--- src/rtl/alu_mul_seq.sv ---
// Sequential unsigned WIDTHxWIDTH multiplier that borrows the shared execute-stage ALU.
// It runs one shift-and-add iteration per cycle, with a start/busy/done handshake.
module alu_mul_seq #(
  parameter int          WIDTH   = 32,
  parameter logic [5:0]  OP_ADD  = 6'b100000,
  parameter logic [5:0]  OP_IDLE = 6'b100100
) (
  input  logic                 clk,
  input  logic                 reset,
  input  logic                 start,
  input  logic [WIDTH-1:0]     op_a,
  input  logic [WIDTH-1:0]     op_b,
  output logic                 busy,
  output logic                 done,
  output logic [2*WIDTH-1:0]   product,
  output logic [WIDTH-1:0]     alu_dataA,
  output logic [WIDTH-1:0]     alu_dataB,
  output logic [5:0]           alu_Signal,
  input  logic [WIDTH-1:0]     alu_dataOut
);

  localparam int CNT_W = $clog2(WIDTH);
  localparam logic [CNT_W-1:0] LAST = CNT_W'(WIDTH - 1);

  typedef enum logic [1:0] {IDLE, RUN, DONE} state_t;

  state_t             state, state_nxt;
  logic [CNT_W-1:0]   count;
  logic [WIDTH-1:0]   mcand, hi, lo;
  logic               accept;
  logic               carry;
  logic [2*WIDTH-1:0] shifted;

  // The ALU exports no carry, so the carry-out of hi+b is rebuilt from the operand and sum MSBs.
  function automatic logic carry_from_msb(input logic a_msb, input logic b_msb, input logic s_msb);
    return (a_msb & b_msb) | ((a_msb | b_msb) & ~s_msb);
  endfunction

  always_comb begin
    state_nxt  = state;
    busy       = 1'b0;
    done       = 1'b0;
    accept     = 1'b0;
    alu_dataA  = '0;
    alu_dataB  = '0;
    alu_Signal = OP_IDLE;
    case (state)
      IDLE: begin
        if (start) begin
          accept    = 1'b1;
          state_nxt = RUN;
        end
      end
      RUN: begin
        busy       = 1'b1;
        alu_dataA  = hi;
        alu_dataB  = lo[0] ? mcand : '0;
        alu_Signal = OP_ADD;
        if (count == LAST) state_nxt = DONE;
      end
      DONE: begin
        done = 1'b1;
        if (start) begin
          accept    = 1'b1;
          state_nxt = RUN;
        end else begin
          state_nxt = IDLE;
        end
      end
      default: state_nxt = IDLE;
    endcase
  end

  assign carry   = carry_from_msb(hi[WIDTH-1], alu_dataB[WIDTH-1], alu_dataOut[WIDTH-1]);
  assign shifted = {carry, alu_dataOut, lo[WIDTH-1:1]};

  always_ff @(posedge clk or posedge reset) begin
    if (reset) begin
      state   <= IDLE;
      count   <= '0;
      mcand   <= '0;
      hi      <= '0;
      lo      <= '0;
      product <= '0;
    end else begin
      state <= state_nxt;
      if (accept) begin
        mcand <= op_a;
        lo    <= op_b;
        hi    <= '0;
        count <= '0;
      end else if (state == RUN) begin
        {hi, lo} <= shifted;
        count    <= count + 1'b1;
        if (count == LAST) product <= shifted;
      end
    end
  end

endmodule
--- config.mk ---
export PLATFORM = sky130hd
export DESIGN_NAME = alu_mul_seq
export DESIGN_NICKNAME = d
export VERILOG_FILES = /design/src/rtl/alu_mul_seq.sv
export SDC_FILE = /design/constraint.sdc
export NUM_CORES = 1
export LEC_CHECK = 0
export BUFFER_PORTS_ARGS = -buffer_cell sky130_fd_sc_hd__buf_4
export CAP_MARGIN = 20
export CORE_MARGIN = 1.5
export CORE_UTILIZATION = 45
export CTS_CLUSTER_SIZE = 24
export DETAILED_ROUTE_END_ITERATION = 8
export GPL_TIMING_DRIVEN = 0
export PLACE_DENSITY_LB_ADDON = 0.3
export SLEW_MARGIN = 40
export SYNTH_ARGS = -nofsm -noshare
export SYNTH_HDL_FRONTEND = slang
export SYNTH_SLANG_ARGS = --single-unit
--- constraint.sdc ---
create_clock -name clk -period 8.05 [get_ports clk]
set_input_delay 1.61 -clock clk [delete_from_list [all_inputs] [get_ports clk]]
set_output_delay 1.61 -clock clk [all_outputs]
set_load 0.01 [all_outputs]
==> results of run 1 <==
[cell type report]
type                    instances  area (um^2)
clock inverters                11          198
well taps                     211          264
clock buffers                  21          450
multi-input cells             412         2690
flip-flops and latches        167         4180
inverters                       3         21.3
fillers                      1278         5500
plain buffers                  50          297
repair buffers                231         1770
[state kept, by name, summed over array words and instances, names as in the netlist]
name / cells
state: 2
hi: 32
product: 64
mcand: 32
count: 5
lo: 32
[critical path: cells and delay by family (launching register included)]
kind / cells / cell delay (ns)
flops: 1 / 0.38
buf+inv: 4 / 0.82
simple gates: 2 / 0.35
[metrics by stage]
step,area [um^2],hold WS [ns],utilization (%),std cells
after floorplan,7180,0.437,-,632
after global routing,9870,0.486,64.2,1106
final,9870,0.463,64.2,1106
after global placement,9160,0.449,59.6,1072
after CTS,9870,0.469,64.2,1106
after detailed placement,9230,0.453,60.0,1074
[worst max-delay path by stage]
stage / from / endpoint / slack [ns]
floorplan: reset / count[0]$_DFFE_PP0P_ / 1.92
global placement: reset / mcand[19]$_DFFE_PP0P_ / -0.10
detailed placement: state[0]$_DFFE_PP0P_ / alu_dataA[0] / 4.86
CTS: state[0]$_DFFE_PP0P_ / alu_dataA[0] / 4.39
global route: state[0]$_DFFE_PP0P_ / alu_dataA[16] / 4.31
finish: state[0]$_DFFE_PP0P_ / alu_dataA[0] / 4.45
[per-layer routing]
metal  vias to the layer above  wire, um  track usage, %
met5                         -         0               0
met4                         0       225            7.01
met3                        20      1170            6.11
met2                       162      8660            35.4
met1                      2685      7940            29.6
li1                       2614         -               -
[logic make-up after synthesis]
family	count (synthesis)	synth area share, %
compound gates	70	7.23
fa+ha+maj	2	0.349
buf+inv	53	4.33
flops	167	58.3
mux	67	12.9
other cells	2	0.105
simple gates	268	16.8
[report_power, final]
group	switching, mW	internal [mW]
combinational	0.695	0.836
sequential	0.244	1.23
clock	0.333	0.560
[cells in the final DEF (no fill, tap or decap), types with 3 or more instances in the layout]
cell / Yosys / layout
nor2_1: 32 / 32
bufinv_16: 0 / 5
buf_2: 12 / 12
a31oi_1: 32 / 32
buf_6: 5 / 5
clkinvlp_4: 0 / 4
dfrtp_1: 167 / 167
mux2_1: 3 / 3
conb_1: 2 / 5
and3_1: 33 / 33
a22o_1: 34 / 34
clkbuf_16: 0 / 17
clkbuf_1: 22 / 25
mux2_2: 16 / 16
mux2_4: 46 / 46
buf_4: 9 / 238
nand2_1: 162 / 162
and2_1: 32 / 32
==> summary.md, run 1 <==
| Metric | Value |
|---|---|
| Post-synthesis async set-or-reset flop share | 100% |
| Hold-fix buffers at CTS | 0 |
| Most frequent cell after synthesis | dfrtp_1 |
| MaxCap Viol Count | 0 |
| Die height | 129 um |
| Setup CP Type | flip-flop to primary output |
| DRT iter0 DRCs | 238 |
| Routability Congestion | 0.794 |
| Total I/O pin count | 235 |
| Total Power | 3.90 mW |
| Hold endpoint | count[3]$_DFFE_PP0P_ |
| Vias in the first global route | 5419 |
| Hold Vio Cnt, Final | 0 |
| Worst r2r path cells | 7 |
| Crit share post-route | 44.7% |
| Ys flop type | dfrtp_1 |
| DP HPWL | 12600 um |
| Die footprint | 16700 um^2 |
| Core Region | 15400 um^2 |
| First-pass GRT wire length | 28500 um |
| Post-synth EDFFs | 0 |
| Post-CTS setup buffers | 0 |
| Most area-consuming cells after synthesis | dfrtp_1 (58%), mux2_4 (9.6%), nand2_1 (8.5%) |
| Port bufs | 229 |
| Worst Hold Depth | 1 |
| Yosys warns | 0 |
| CTS tree | built |
| R2r startpoint | count[0]$_DFFE_PP0P_ |
| Vias after detailed routing | 5481 |
| FMAX | 278 MHz |
| CP dominant cell by count | buf_4 |
| Hold path start | count[3]$_DFFE_PP0P_ |
| Num Clock Sinks | 167 |
| P_leak | 5.05 nW |
| Total Routing Usage GR | 22.2% |
| Largest net degree at the start of global routing | 62 |
| Worst skew pair latency | 0.42 ns |
| Clk slew on worst S/H paths | 0.06 ns |
| Crit path largest cell delay | 0.38 ns |
| Antenna Nets Post-Route | 0 |
| Slowest CP cell | dfrtp_1 |
| Status | completed |
| CP Data Arrival Time | 1.99 ns |
| CP max FO | 10 |
| Synth cell count leaders | dfrtp_1 (167), nand2_1 (162), mux2_4 (46) |
| Starting Density | 46.6% |
| Root Buffer | clkbuf_16 |
| WL final | 18000 um |
| Clk buf depth | 2 |
| Worst Slack Setup Final | 4.45 ns |
| Routed len/inst | 16.3 um |
| Gate Count Post-Synth | 629 |
| Pre-CTS WS | 4.86 ns |
| Post-synthesis sequential area ratio | 58.3% |
| Syn Area/Cell | 11.4 um^2 |
| Width of the die | 129 um |
| TNS Setup | 0 ns |
| Initial antenna violation count | 0 |
| Final Max Tran Viols | 0 |
| PwrDens | 395 nW/um^2 |
| RSZ-0062 raised after global routing | no |
| DR DRC count | 0 |
| Area leader, netlist | dfrtp_1 |
| Total grt overflow | 0 |
| TritonCTS Buffers | 17 |
| Final #Nets | 983 |
| Area of the mapped netlist | 7170 um^2 |
| P&R area growth vs syn | 37.7% |
| Max VDD drop | 0.000163 V |
| Min-Delay Path Class | flip-flop to flip-flop |
| Reg2reg setup slack | 6.13 ns |
| CTS H-tree lvls | 4 |
| CP startpoint kind | flip-flop |
| Post-synth top area share | 58.3% |
| R2R Path End | product[17]$_DFFE_PP0P_ |
| Setup Viol. Count Final | 0 |
| Synthesized flop and latch total | 167 |
| Clock skew | 0.00669 ns |
| Resized cells post-CTS | 0 |
| CP Cell Sequence | nor2b_2 > buf_6 > buf_4 > clkbuf_1 > and2_1 > buf_4 |
| Ant. Diodes | 0 |
| Min Tclk post-route | 3.60 ns |
| Worst Path Required | 6.44 ns |
| Layout cells sized above 1 | 39.8% |
| Synth cell types | 30 |
| Row count | 45 |
| Crit end category | primary output |
| Drt pass-1 iters | 6 |
| Ratio of routed vias to standard cells | 4.96 |
No activity file was read; power rests on OpenSTA's default activity.
==> inputs of run 2 (changes only) <==
==> constraint.sdc (replaced) <==
create_clock -name clk -period 3.25 [get_ports clk]
set_input_delay 0.65 -clock clk [delete_from_list [all_inputs] [get_ports clk]]
set_output_delay 0.65 -clock clk [all_outputs]
set_load 0.01 [all_outputs]
==> summary.md, run 2 (synthesis results as in run 1) <==
| Metric | Value |
|---|---|
| WL final | 17800 um |
| Relative slew margins | 64.1% |
| Row count | 45 |
| Initial antenna violation count | 0 |
| Setup CP Type | flip-flop to primary output |
| RSZ-0062 raised after global routing | no |
| CTS H-tree lvls | 4 |
| PwrDens | 951 nW/um^2 |
| Width of the die | 129 um |
| CTS tree | built |
| Layout cells sized above 1 | 40.1% |
| Hold Vio Cnt, Final | 0 |
| Die footprint | 16700 um^2 |
| Final #Nets | 988 |
| Drt pass-1 iters | 5 |
| Status | completed |
| Worst hold slack | 0.285 ns |
| Commonest non-fill, non-tap cell in the layout | buf_4 |
| Post-CTS setup buffers | 0 |
| Met1 wire length | 7870 um |
| # fillers | 1254 |
| Vias in the first global route | 5397 |
| Root Buffer | clkbuf_16 |
| Worst Path Required | 2.60 ns |
| CP max FO | 10 |
| Met3 WL post-DR | 1310 um |
| Setup Viol. Count Final | 0 |
| DRT iter0 DRCs | 276 |
| Max VDD drop | 0.000521 V |
| Max FFs per register | 64 |
| Commonest cells after routing, fill and taps aside | buf_4 (238), dfrtp_1 (167), nand2_1 (162) |
| Total grt overflow | 0 |
| Least-Margin Pin Slew | 0.538 ns |
| Total I/O pin count | 235 |
| Routability Congestion | 0.778 |
| Top routing layer in use | met4 |
| Starting Density | 46.6% |
| First-pass GRT wire length | 28500 um |
| CP startpoint kind | flip-flop |
| Util after Layout | 64.5% |
| Clk slew on worst S/H paths | 0.06 ns |
| P&R area growth vs syn | 38.3% |
| MaxCap Viol Count | 0 |
| TritonCTS Buffers | 17 |
| Clk buf depth | 2 |
| Hold-fix buffers at CTS | 0 |
| Worst skew pair latency | 0.42 ns |
| Routed len/inst | 16.1 um |
| Total Routing Usage GR | 22.1% |
| Largest net degree at the start of global routing | 25 |
| Reg2reg setup slack | 1.36 ns |
| Port bufs | 229 |
| Crit end category | primary output |
| Crit share post-route | 83.9% |
| P_leak | 5.08 nW |
| CP Data Arrival Time | 2.08 ns |
| DR DRC count | 0 |
| Resized cells post-CTS | 0 |
| Die height | 129 um |
| Multi-input logic area | 2690 um^2 |
| FMAX | 367 MHz |
| Core Region | 15400 um^2 |
| Clock skew | 0.00841 ns |
| Min Tclk post-route | 2.73 ns |
| Most flop-heavy register | product |
| Antenna Nets Post-Route | 0 |
| DP HPWL | 13000 um |
| Ratio of routed vias to standard cells | 4.91 |
| Vias after detailed routing | 5441 |
| Final Max Tran Viols | 0 |
| Met2 wire len | 8490 um |
| Num Clock Sinks | 167 |
| Ant. Diodes | 0 |
| Min-Delay Path Class | input pin to async pin |
| Storage element area | 4180 um^2 |
[run 2: cell count changes in the layout (fill, tap and decap cells not counted), sizes merged]
cell / delta
buf: +5
bufinv: -3
clkinv: +2
clkbuf: +1
clkinvlp: -1
inv: -1
[run 2: power by group]
part           switching, mW  total, mW  internal [mW]  leakage (nW)
Clock                  0.786       1.97           1.18         0.278
Combinational           1.72       3.80           2.09          2.83
Sequential             0.600       3.66           3.06          1.98
[run 2: worst paths after layout]
kind                                           end  cells after the start                   from
setup / recovery                      alu_dataA[0]                      6   state[0]$_DFFE_PP0P_
hold / removal             product[38]$_DFFE_PP0P_                      2                  reset
setup reg to reg           product[17]$_DFFE_PP0P_                      7   count[0]$_DFFE_PP0P_
hold reg to reg              mcand[16]$_DFFE_PP0P_                      2  mcand[16]$_DFFE_PP0P_
max in group asynchronous     mcand[9]$_DFFE_PP0P_                      5                  reset
min in group clk              mcand[5]$_DFFE_PP0P_                      3                op_a[5]
[run 2: layout make-up]
cell class | instances | share of cell area, %
Clock inverter | 8 | 0.997
Inverter | 3 | 0.177
Clock buffer | 22 | 4.78
Timing Repair Buffer | 236 | 19.1
Sequential cell | 167 | 42.1
Multi-Input combinational cell | 412 | 27.1
Buffer | 50 | 2.99
Tap cell | 211 | 2.66
[run 2: stage by stage]
step | std cells | worst slack (ns) | total power, mW | cell area (um^2) | TNS, ns
final | 1109 | 0.524 | 9.43 | 9920 | 0
after detailed placement | 1079 | 0.931 | 7.53 | 9350 | 0
after global routing | 1109 | 0.391 | 10.0 | 9920 | 0
after CTS | 1109 | 0.478 | 9.53 | 9920 | 0
after global placement | 1072 | -0.586 | 7.40 | 9170 | -96.26
after floorplan | 632 | 0.473 | 5.69 | 7180 | 0
[run 2: worst max-delay path, cell delays in order, from the launching register on]
cell	delay [ns]
dfrtp_1	0.38
nor2b_2	0.16
buf_6	0.18
buf_4	0.22
clkbuf_1	0.37
and2_1	0.22
buf_4	0.13
[run 2: routing by layer]
metal,vias to the layer above,global-route usage (%)
li1,2628,-
met1,2614,29.3
met2,187,35.7
met3,12,6.56
met4,0,5.75
met5,-,0
